### config.mk
export PLATFORM = sky130hd
export DESIGN_NAME = branch_unit_arb
export DESIGN_NICKNAME = d
export VERILOG_FILES = /design/src/rtl/branch_unit_arb_pkg.sv /design/src/rtl/rr_arbiter.sv /design/src/rtl/branch_unit_arb.sv
export SDC_FILE = /design/constraint.sdc
export NUM_CORES = 1
export LEC_CHECK = 0
export ABC_CLOCK_PERIOD_IN_PS = 7300
export CORE_MARGIN = 4
export CORE_UTILIZATION = 35
export CTS_CLUSTER_DIAMETER = 120
export CTS_CLUSTER_SIZE = 12
export DETAILED_ROUTE_END_ITERATION = 10
export GPL_ROUTABILITY_DRIVEN = 0
export GPL_TIMING_DRIVEN = 1
export PLACE_DENSITY = 0.62
export SLEW_MARGIN = 20
export SYNTH_ARGS = -nofsm -noshare
export SYNTH_HDL_FRONTEND = slang
export SYNTH_SLANG_ARGS = --single-unit
### constraint.sdc
create_clock -name clk_i -period 7.3 [get_ports clk_i]
set_clock_uncertainty 0.2 [all_clocks]
set_input_delay 1.46 -clock clk_i [delete_from_list [all_inputs] [get_ports clk_i]]
set_output_delay 1.46 -clock clk_i [all_outputs]
set_load 0.005 [all_outputs]
### src/rtl/branch_unit_arb_pkg.sv
// Shared types and constants for the branch-unit arbiter slice.
// The optional watchdog is enabled by defining BRANCH_ARB_TIMEOUT_EN.
package branch_unit_arb_pkg;

   localparam int BRARB_TIMEOUT_DEFAULT = 15;

   typedef enum logic [1:0] {
      BRARB_IDLE  = 2'd0,
      BRARB_BUSY  = 2'd1,
      BRARB_FLUSH = 2'd2
   } brarb_state_t;

endpackage

### src/rtl/rr_arbiter.sv
// Combinational round-robin picker: first requester at or after ptr,
// wrapping modulo N. Reusable by other issue arbiters.
module rr_arbiter #(
   parameter int N = 4
) (
   input  logic [N-1:0]         req,
   input  logic [$clog2(N)-1:0] ptr,
   input  logic                 en,
   output logic [N-1:0]         gnt,
   output logic [$clog2(N)-1:0] idx
);

   localparam int IDX_W = $clog2(N);

   logic [IDX_W-1:0] cand;
   logic             found;

   // Scan from the pointer upward; the first hit wins.
   always_comb begin
      gnt   = '0;
      idx   = '0;
      cand  = '0;
      found = 1'b0;
      for (int i = 0; i < N; i++) begin
         cand = IDX_W'((int'(ptr) + i) % N);
         if (en && !found && req[cand]) begin
            found     = 1'b1;
            gnt[cand] = 1'b1;
            idx       = cand;
         end
      end
   end

endmodule

### src/rtl/branch_unit_arb.sv
// Round-robin arbiter sharing one branch unit among N_REQ requesters.
// Define BRANCH_ARB_TIMEOUT_EN to add the BUSY watchdog and timeout_o.
module branch_unit_arb
   import branch_unit_arb_pkg::*;
#(
   parameter int N_REQ   = 4,
   parameter int TAG_W   = 5,
   parameter int TIMEOUT = BRARB_TIMEOUT_DEFAULT
) (
   input  logic                     clk_i,
   input  logic                     rst_n_i,
   input  logic [N_REQ-1:0]         req_valid_i,
   input  logic [N_REQ*TAG_W-1:0]   req_tag_i,
   output logic [N_REQ-1:0]         req_ready_o,
   input  logic                     flush_i,
   input  logic                     bu_ops_ready_i,
   output logic                     bu_ops_valid_o,
   output logic [N_REQ-1:0]         bu_sel_o,
   input  logic                     bu_res_valid_i,
   input  logic                     bu_res_taken_i,
   input  logic                     bu_res_mispredict_i,
   output logic                     res_valid_o,
   output logic [$clog2(N_REQ)-1:0] res_src_o,
   output logic [TAG_W-1:0]         res_tag_o,
   output logic                     res_taken_o,
   output logic                     res_mispredict_o,
`ifdef BRANCH_ARB_TIMEOUT_EN
   output logic                     timeout_o,
`endif
   output logic                     flush_o
);

   localparam int SRC_W = $clog2(N_REQ);

   brarb_state_t     state;
   logic [SRC_W-1:0] ptr;
   logic [SRC_W-1:0] fl_src;
   logic [TAG_W-1:0] fl_tag;
   logic [N_REQ-1:0] gnt;
   logic [SRC_W-1:0] gnt_idx;
   logic [TAG_W-1:0] gnt_tag;
   logic             arb_en;

`ifdef BRANCH_ARB_TIMEOUT_EN
   localparam int CNT_W = $clog2(TIMEOUT + 1);
   logic [CNT_W-1:0] busy_cnt;
`endif

   // Grant path is combinational and held low while reset is asserted.
   assign arb_en         = rst_n_i && (state == BRARB_IDLE) && bu_ops_ready_i && !flush_i;
   assign bu_ops_valid_o = rst_n_i && (state == BRARB_IDLE) && (|req_valid_i);
   assign req_ready_o    = gnt;
   assign bu_sel_o       = gnt;
   assign gnt_tag        = req_tag_i[gnt_idx*TAG_W +: TAG_W];

   rr_arbiter #(.N(N_REQ)) u_rr (
      .req (req_valid_i),
      .ptr (ptr),
      .en  (arb_en),
      .gnt (gnt),
      .idx (gnt_idx)
   );

   // Control FSM; result, flush and timeout outputs are single-cycle pulses.
   always_ff @(posedge clk_i or negedge rst_n_i) begin
      if (!rst_n_i) begin
         state            <= BRARB_IDLE;
         ptr              <= '0;
         fl_src           <= '0;
         fl_tag           <= '0;
         res_valid_o      <= 1'b0;
         res_src_o        <= '0;
         res_tag_o        <= '0;
         res_taken_o      <= 1'b0;
         res_mispredict_o <= 1'b0;
         flush_o          <= 1'b0;
`ifdef BRANCH_ARB_TIMEOUT_EN
         timeout_o        <= 1'b0;
         busy_cnt         <= '0;
`endif
      end else begin
         res_valid_o <= 1'b0;
         flush_o     <= 1'b0;
`ifdef BRANCH_ARB_TIMEOUT_EN
         timeout_o   <= 1'b0;
`endif
         case (state)
            BRARB_IDLE: begin
               if (|gnt) begin
                  fl_src <= gnt_idx;
                  fl_tag <= gnt_tag;
                  ptr    <= (gnt_idx == SRC_W'(N_REQ - 1)) ? '0 : gnt_idx + 1'b1;
                  state  <= BRARB_BUSY;
`ifdef BRANCH_ARB_TIMEOUT_EN
                  busy_cnt <= '0;
`endif
               end
            end
            BRARB_BUSY: begin
               if (flush_i) begin
                  state <= BRARB_IDLE;
               end else if (bu_res_valid_i) begin
                  res_valid_o      <= 1'b1;
                  res_src_o        <= fl_src;
                  res_tag_o        <= fl_tag;
                  res_taken_o      <= bu_res_taken_i;
                  res_mispredict_o <= bu_res_mispredict_i;
                  if (bu_res_mispredict_i) begin
                     flush_o <= 1'b1;
                     state   <= BRARB_FLUSH;
                  end else begin
                     state   <= BRARB_IDLE;
                  end
               end
`ifdef BRANCH_ARB_TIMEOUT_EN
               else if (busy_cnt == CNT_W'(TIMEOUT - 1)) begin
                  timeout_o <= 1'b1;
                  state     <= BRARB_IDLE;
               end else begin
                  busy_cnt <= busy_cnt + 1'b1;
               end
`endif
            end
            BRARB_FLUSH: state <= BRARB_IDLE;
            default:     state <= BRARB_IDLE;
         endcase
      end
   end

endmodule

==> flow_summary.toml, run 1 <==
[die]
die_w_um = 74.2
num_rows = 23
coreArea_mm2 = 0.00412
boundaryPins = 51
start_util = 0.373
die_y_um = 74.2
die_area_mm2 = 0.00551

[synthesis]
ys_seq_area_frac = 0.359
ys_types = 36
synth_top_area_cell = "dfrtp_1"
yosysTopAreaCellShare = 0.359
syn_area_mm2 = 0.00154
ys_seq_elements = 22
synth_nets = 165
synth_area_leaders = "dfrtp_1 36%, mux2i_1 14%, mux2_2 6.6%"
synth_area_per_cell_um2 = 12.0
yosys_warnings = 0
synth_cells = 128

[clock_tree]
clock_path_buffers = 2
cts.sinks = 22
cts_made_buffers = 3
root_buffer = "clkbuf_8"
clk_pin_slew_ns = 0.07
tritoncts = "done"
postCtsHoldBufs = 0
ctsResizeCount = 0
post_cts_buffers = 0
clock_latency_ns = 0.26
htreeDepth = 1

[sta]
finalSetupViolations = 0
slew_headroom = 0.516
whs_ns = 0.312
hold_viol_final = 0
period_minus_slack_ns = 5.55
maxSlewViolCount = 0
clock.fmax_mhz = 180
fin_tns_setup_ns = 0
rsz0062_at_grt = "false"
tightest_slew_ns = 0.725
period_share = 0.760

[setup_path]
crit_required_ns = 5.64
cpPeakStageDelay_ns = 0.58
path_cells = "clkdlybuf4s50_1, mux4_2, and4b_4, and2_4, a32oi_1, o21ai_0, clkdlybuf4s50_1"
worstSetupEndpointType = "output port"
critPathMaxFanout = 8
start_kind = "input port"
cp_data_arrival_time_ns = 3.89
worstSetupPathType = "input port to output port"
critPathSlowestCell = "mux4_2"
worst_path_most_repeated_cell = "clkdlybuf4s50_1"

[drt]
via_per_inst = 5.11
firstDrtPassIters = 4
drc = 0
wirelength_met1_mm = 1.45
ant_nets = 0
drt_iter0_drc = 75
via_count = 1139
wl_mm = 3.41
highest_layer = "met4"
routedWlPerCell_um = 15.3
wl_met3_um = 223
dr_wl_met2_mm = 1.72

[placed_design]
place_area_mm2 = 0.00202
dp_hpwl_mm = 2.68
port_buffers = 50

[global_routing]
antenna_found_initial = 0
grt-ovfl-total = 0
grt_pass1_vias = 1194
grt_max_degree = 24
grt_usage = 0.131
grt_pass1_wl_mm = 5.61

[pwr]
ir_drop_uv = 149
leakagePower_nw = 0.956
p_per_area_mw_per_mm2 = 277

[hold_path]
hp-class = "register to register"

[finish]
final_cell_area_mm2 = 0.00209
antenna_cells = 0
final_nets = 211
area_growth_pct = 35.9
fill_cells = 358
drive_gt1_frac = 0.185

[flow_run]
max_cap_violations = 0

[run_status]
outcome = "finished, final reports clean"
[layout by cell type, fill, tap and decap left out, types with 2 or more instances in the layout]
| master | netlist | layout |
|---|---|---|
| a32oi_1 | 2 | 2 |
| ha_1 | 6 | 6 |
| nand3_1 | 6 | 6 |
| mux2i_1 | 21 | 21 |
| inv_1 | 5 | 5 |
| and2b_2 | 2 | 2 |
| clkbuf_8 | 0 | 3 |
| nor2b_1 | 2 | 2 |
| mux2_2 | 9 | 9 |
| mux2_4 | 6 | 6 |
| mux4_2 | 4 | 4 |
| and3_1 | 2 | 2 |
| a22oi_1 | 4 | 4 |
| and2_1 | 2 | 2 |
| nor2_1 | 5 | 5 |
| o21ai_0 | 2 | 2 |
| clkdlybuf4s50_1 | 0 | 50 |
| dfrtp_1 | 22 | 22 |
| o211ai_1 | 2 | 2 |
[path summary, 6_finish.rpt]
path	startpoint	to	depth (start not counted)	slack, ns
hold reg to reg	fl_src[0]$_DFFE_PN0P_	res_src_o[0]$_DFFE_PN0P_	1	0.31
setup / recovery	req_valid_i[2]	bu_sel_o[3]	7	1.75
min in group asynchronous	rst_n_i	fl_tag[1]$_DFFE_PN0P_	2	1.34
hold / removal	fl_src[0]$_DFFE_PN0P_	res_src_o[0]$_DFFE_PN0P_	1	0.31
max in group asynchronous	rst_n_i	res_src_o[1]$_DFFE_PN0P_	2	5.34
setup reg to reg	ptr[0]$_DFFE_PN0P_	fl_tag[2]$_DFFE_PN0P_	8	3.35
[through the flow]
stage	cells	total power, mW	util	setup slack, ns
2_1_floorplan	128	0.368	-	2.77
3_3_place_gp	219	0.464	0.490	1.88
3_5_place_dp	219	0.468	0.490	1.74
4_1_cts	223	0.583	0.507	1.74
5_1_grt	223	0.620	0.507	1.67
6_report	223	0.578	0.507	1.75
[state kept, by name (all words and copies together) (netlist names)]
| register | flops |
|---|---|
| ptr | 2 |
| res_src_o | 2 |
| flush_o | 1 |
| fl_src | 2 |
| res_taken_o | 1 |
| res_tag_o | 5 |
| fl_tag | 5 |
| res_valid_o | 1 |
| state | 2 |
| res_mispredict_o | 1 |
[synth_stat cells]
master	n
nor3b_1	1
ha_1	6
o21bai_1	1
and4b_4	1
dfrtp_1	22
mux4_2	4
o21ai_1	1
o32a_1	1
clkbuf_1	1
mux2_2	9
a32oi_1	2
and2_1	2
inv_1	5
a21oi_1	1
o211ai_1	2
buf_6	5
xnor2_1	1
mux2i_1	21
and2b_2	2
a32oi_2	1
nor2b_2	1
and3_1	2
nand2_1	1
or4_1	1
nor4_1	1
o22ai_1	1
buf_4	4
a22oi_1	4
mux2_4	6
and2_4	1
o21ai_0	2
and2b_4	1
nor2_1	5
nand3_1	6
and2_2	1
nor2b_1	2
[worst max-delay path, delay by kind of cell]
family                 cells  cell delay, ns
AND/OR/NAND/NOR            2            0.57
AO/OA/AOI/OAI              2            0.20
multiplexers               1            0.58
buffers and inverters      2            1.08
[area by class of cell]
| type | instances | area, µm² | share of cell area |
|---|---|---|---|
| clock inverters | 1 | 30.0 | 0.0144 |
| repair buffers | 51 | 508 | 0.243 |
| flip-flops and latches | 22 | 551 | 0.264 |
| multi-input cells | 91 | 876 | 0.420 |
| well taps | 50 | 62.6 | 0.0300 |
| clock buffers | 3 | 41.3 | 0.0198 |
| inverters | 5 | 18.8 | 0.00899 |
[routing by layer]
layer	GRT usage	up-vias
li1	-	556
met1	0.163	537
met2	0.232	42
met3	0.0324	4
met4	0.0237	0
met5	0	-
[report_power, final]
group	total [mW]	internal (mW)	switching [mW]
clock	0.113	0.0732	0.0394
combinational	0.266	0.163	0.103
sequential	0.200	0.167	0.0322
total	0.578	0.404	0.174
[kinds of logic (layout without fill, tap and decap cells)]
logic type	count (synthesis)	after routing	synth area share
buffers and inverters	15	60	0.0709
AO/OA/AOI/OAI	16	16	0.0799
AND/OR/NAND/NOR	28	28	0.116
flip-flops	22	22	0.359
adder cells (fa/ha/maj)	6	6	0.0489
XOR/XNOR	1	1	0.00571
multiplexers	40	40	0.320
Power figures use the tool's default switching activity.
==> inputs of run 2 (changes only) <==
--- a/config.mk
+++ b/config.mk
@@ -5,7 +5,7 @@
 export SDC_FILE = /design/constraint.sdc
 export NUM_CORES = 1
 export LEC_CHECK = 0
-export ABC_CLOCK_PERIOD_IN_PS = 7300
+export ABC_CLOCK_PERIOD_IN_PS = 5500
 export CORE_MARGIN = 4
 export CORE_UTILIZATION = 35
 export CTS_CLUSTER_DIAMETER = 120
==> constraint.sdc (replaced) <==
create_clock -name clk_i -period 5.5 [get_ports clk_i]
set_clock_uncertainty 0.2 [all_clocks]
set_input_delay 1.1 -clock clk_i [delete_from_list [all_inputs] [get_ports clk_i]]
set_output_delay 1.1 -clock clk_i [all_outputs]
set_load 0.005 [all_outputs]
==> flow_summary.toml, run 2 (same netlist as run 1, synthesis figures left out) <==
[run_status]
outcome = "finished, final reports clean"

[finish]
final_common_cell = "clkdlybuf4s50_1"
postLayoutCoreUtil = 0.503
top_regs = "fl_tag (5), res_tag_o (5)"
area_growth_pct = 34.9
layout_common_cells = "50 x clkdlybuf4s50_1, 22 x dfrtp_1, 21 x mux2i_1"
drive_gt1_frac = 0.185
fill_cells = 357
final_nets = 211
seqCellArea_um2 = 551
multi_input_comb_area_um2 = 876
antenna_cells = 0

[drt]
drc = 0
firstDrtPassIters = 4
via_count = 1189
via_per_inst = 5.33
ant_nets = 0
drt_iter0_drc = 98
wl_mm = 3.46
routedWlPerCell_um = 15.5

[clock_tree]
htreeDepth = 1
cts_made_buffers = 3
root_buffer = "clkbuf_8"
postCtsHoldBufs = 0
tritoncts = "done"
clk_pin_slew_ns = 0.08
post_cts_buffers = 0
ctsResizeCount = 0
clock_latency_ns = 0.25
clock_path_buffers = 2
cts.sinks = 22

[sta]
tightest_slew_ns = 0.723
hold_viol_final = 0
finalSetupViolations = 0
maxSlewViolCount = 0
period_share = 0.884
period_minus_slack_ns = 4.86
clock.fmax_mhz = 206
rsz0062_at_grt = "false"
whs_ns = 0.311
slew_headroom = 0.518
fin_tns_setup_ns = 0

[setup_path]
worstSetupEndpointType = "output port"
cp_data_arrival_time_ns = 3.56
start_kind = "input port"
worstSetupPathType = "input port to output port"
crit_required_ns = 4.20
critPathMaxFanout = 8
reg2reg_slack_ns = 1.57

[die]
boundaryPins = 51
coreArea_mm2 = 0.00412
die_area_mm2 = 0.00551
die_w_um = 74.2
die_y_um = 74.2
start_util = 0.373
num_rows = 23

[global_routing]
grt_usage = 0.136
grt_max_degree = 23
grt-ovfl-total = 0
grt_pass1_vias = 1245
grt_pass1_wl_mm = 5.97
antenna_found_initial = 0

[pwr]
p_per_area_mw_per_mm2 = 353
internal-power_mw = 0.503
power.share.combinational = 0.485
leakagePower_nw = 0.949
netSwitchingPower_mw = 0.229
swShare = 0.312
ir_drop_uv = 269
p_total_mw = 0.731
pwr-share-seq = 0.363
p_clk_frac = 0.152

[hold_path]
hp-class = "register to register"

[placed_design]
dp_hpwl_mm = 2.76
port_buffers = 50

[flow_run]
max_cap_violations = 0
## run 2: final cells by class
class,instances,area share
Inverter,5,0.00906
Timing Repair Buffer,51,0.245
Sequential cell,22,0.266
Tap cell,50,0.0302
Multi-Input combinational cell,91,0.423
Clock buffer,4,0.0266
## run 2: path summary, 6_finish.rpt
| kind | start | to | cells after the start |
|---|---|---|---|
| worst max-delay path | req_valid_i[2] | bu_sel_o[3] | 7 |
| worst min-delay path | res_tag_o[2]$_DFFE_PN0P_ | res_tag_o[2]$_DFFE_PN0P_ | 1 |
| worst max register to register | ptr[0]$_DFFE_PN0P_ | fl_tag[0]$_DFFE_PN0P_ | 8 |
| worst min register to register | res_tag_o[2]$_DFFE_PN0P_ | res_tag_o[2]$_DFFE_PN0P_ | 1 |
| max in group asynchronous | rst_n_i | state[0]$_DFFE_PN0P_ | 2 |
| min in group asynchronous | rst_n_i | res_taken_o$_DFFE_PN0P_ | 2 |
## run 2: through the flow
stage	instance area (µm²)	std cells	setup slack (ns)
after CTS	2070	223	0.644
after floorplan	1540	128	1.69
after detailed placement	2020	219	0.653
after global routing	2070	223	0.482
final	2070	223	0.639
after global placement	2020	219	0.801
## run 2: worst max-delay path, cell delays in order
cell             delay (ns)
clkdlybuf4s50_1        0.52
mux4_2                 0.57
and4b_4                0.41
and2_4                 0.17
a32oi_1                0.05
o21ai_0                0.16
clkdlybuf4s50_1        0.57
## run 2: power groups by stage
stage          sequential [mW]  clock, mW  combinational, mW
6_report                 0.265      0.111              0.355
5_1_grt                  0.273      0.123              0.387
4_1_cts                  0.266      0.116              0.357
3_5_place_dp             0.267          0              0.357
3_3_place_gp             0.266          0              0.350
2_1_floorplan            0.258          0              0.230
## run 2: per-layer routing
metal / global-route usage / vias up / wire (µm)
met5: 0 / - / 0
met4: 0.0178 / 0 / 10
met3: 0.0338 / 2 / 259
met2: 0.239 / 46 / 1750
met1: 0.174 / 582 / 1440
li1: - / 559 / -
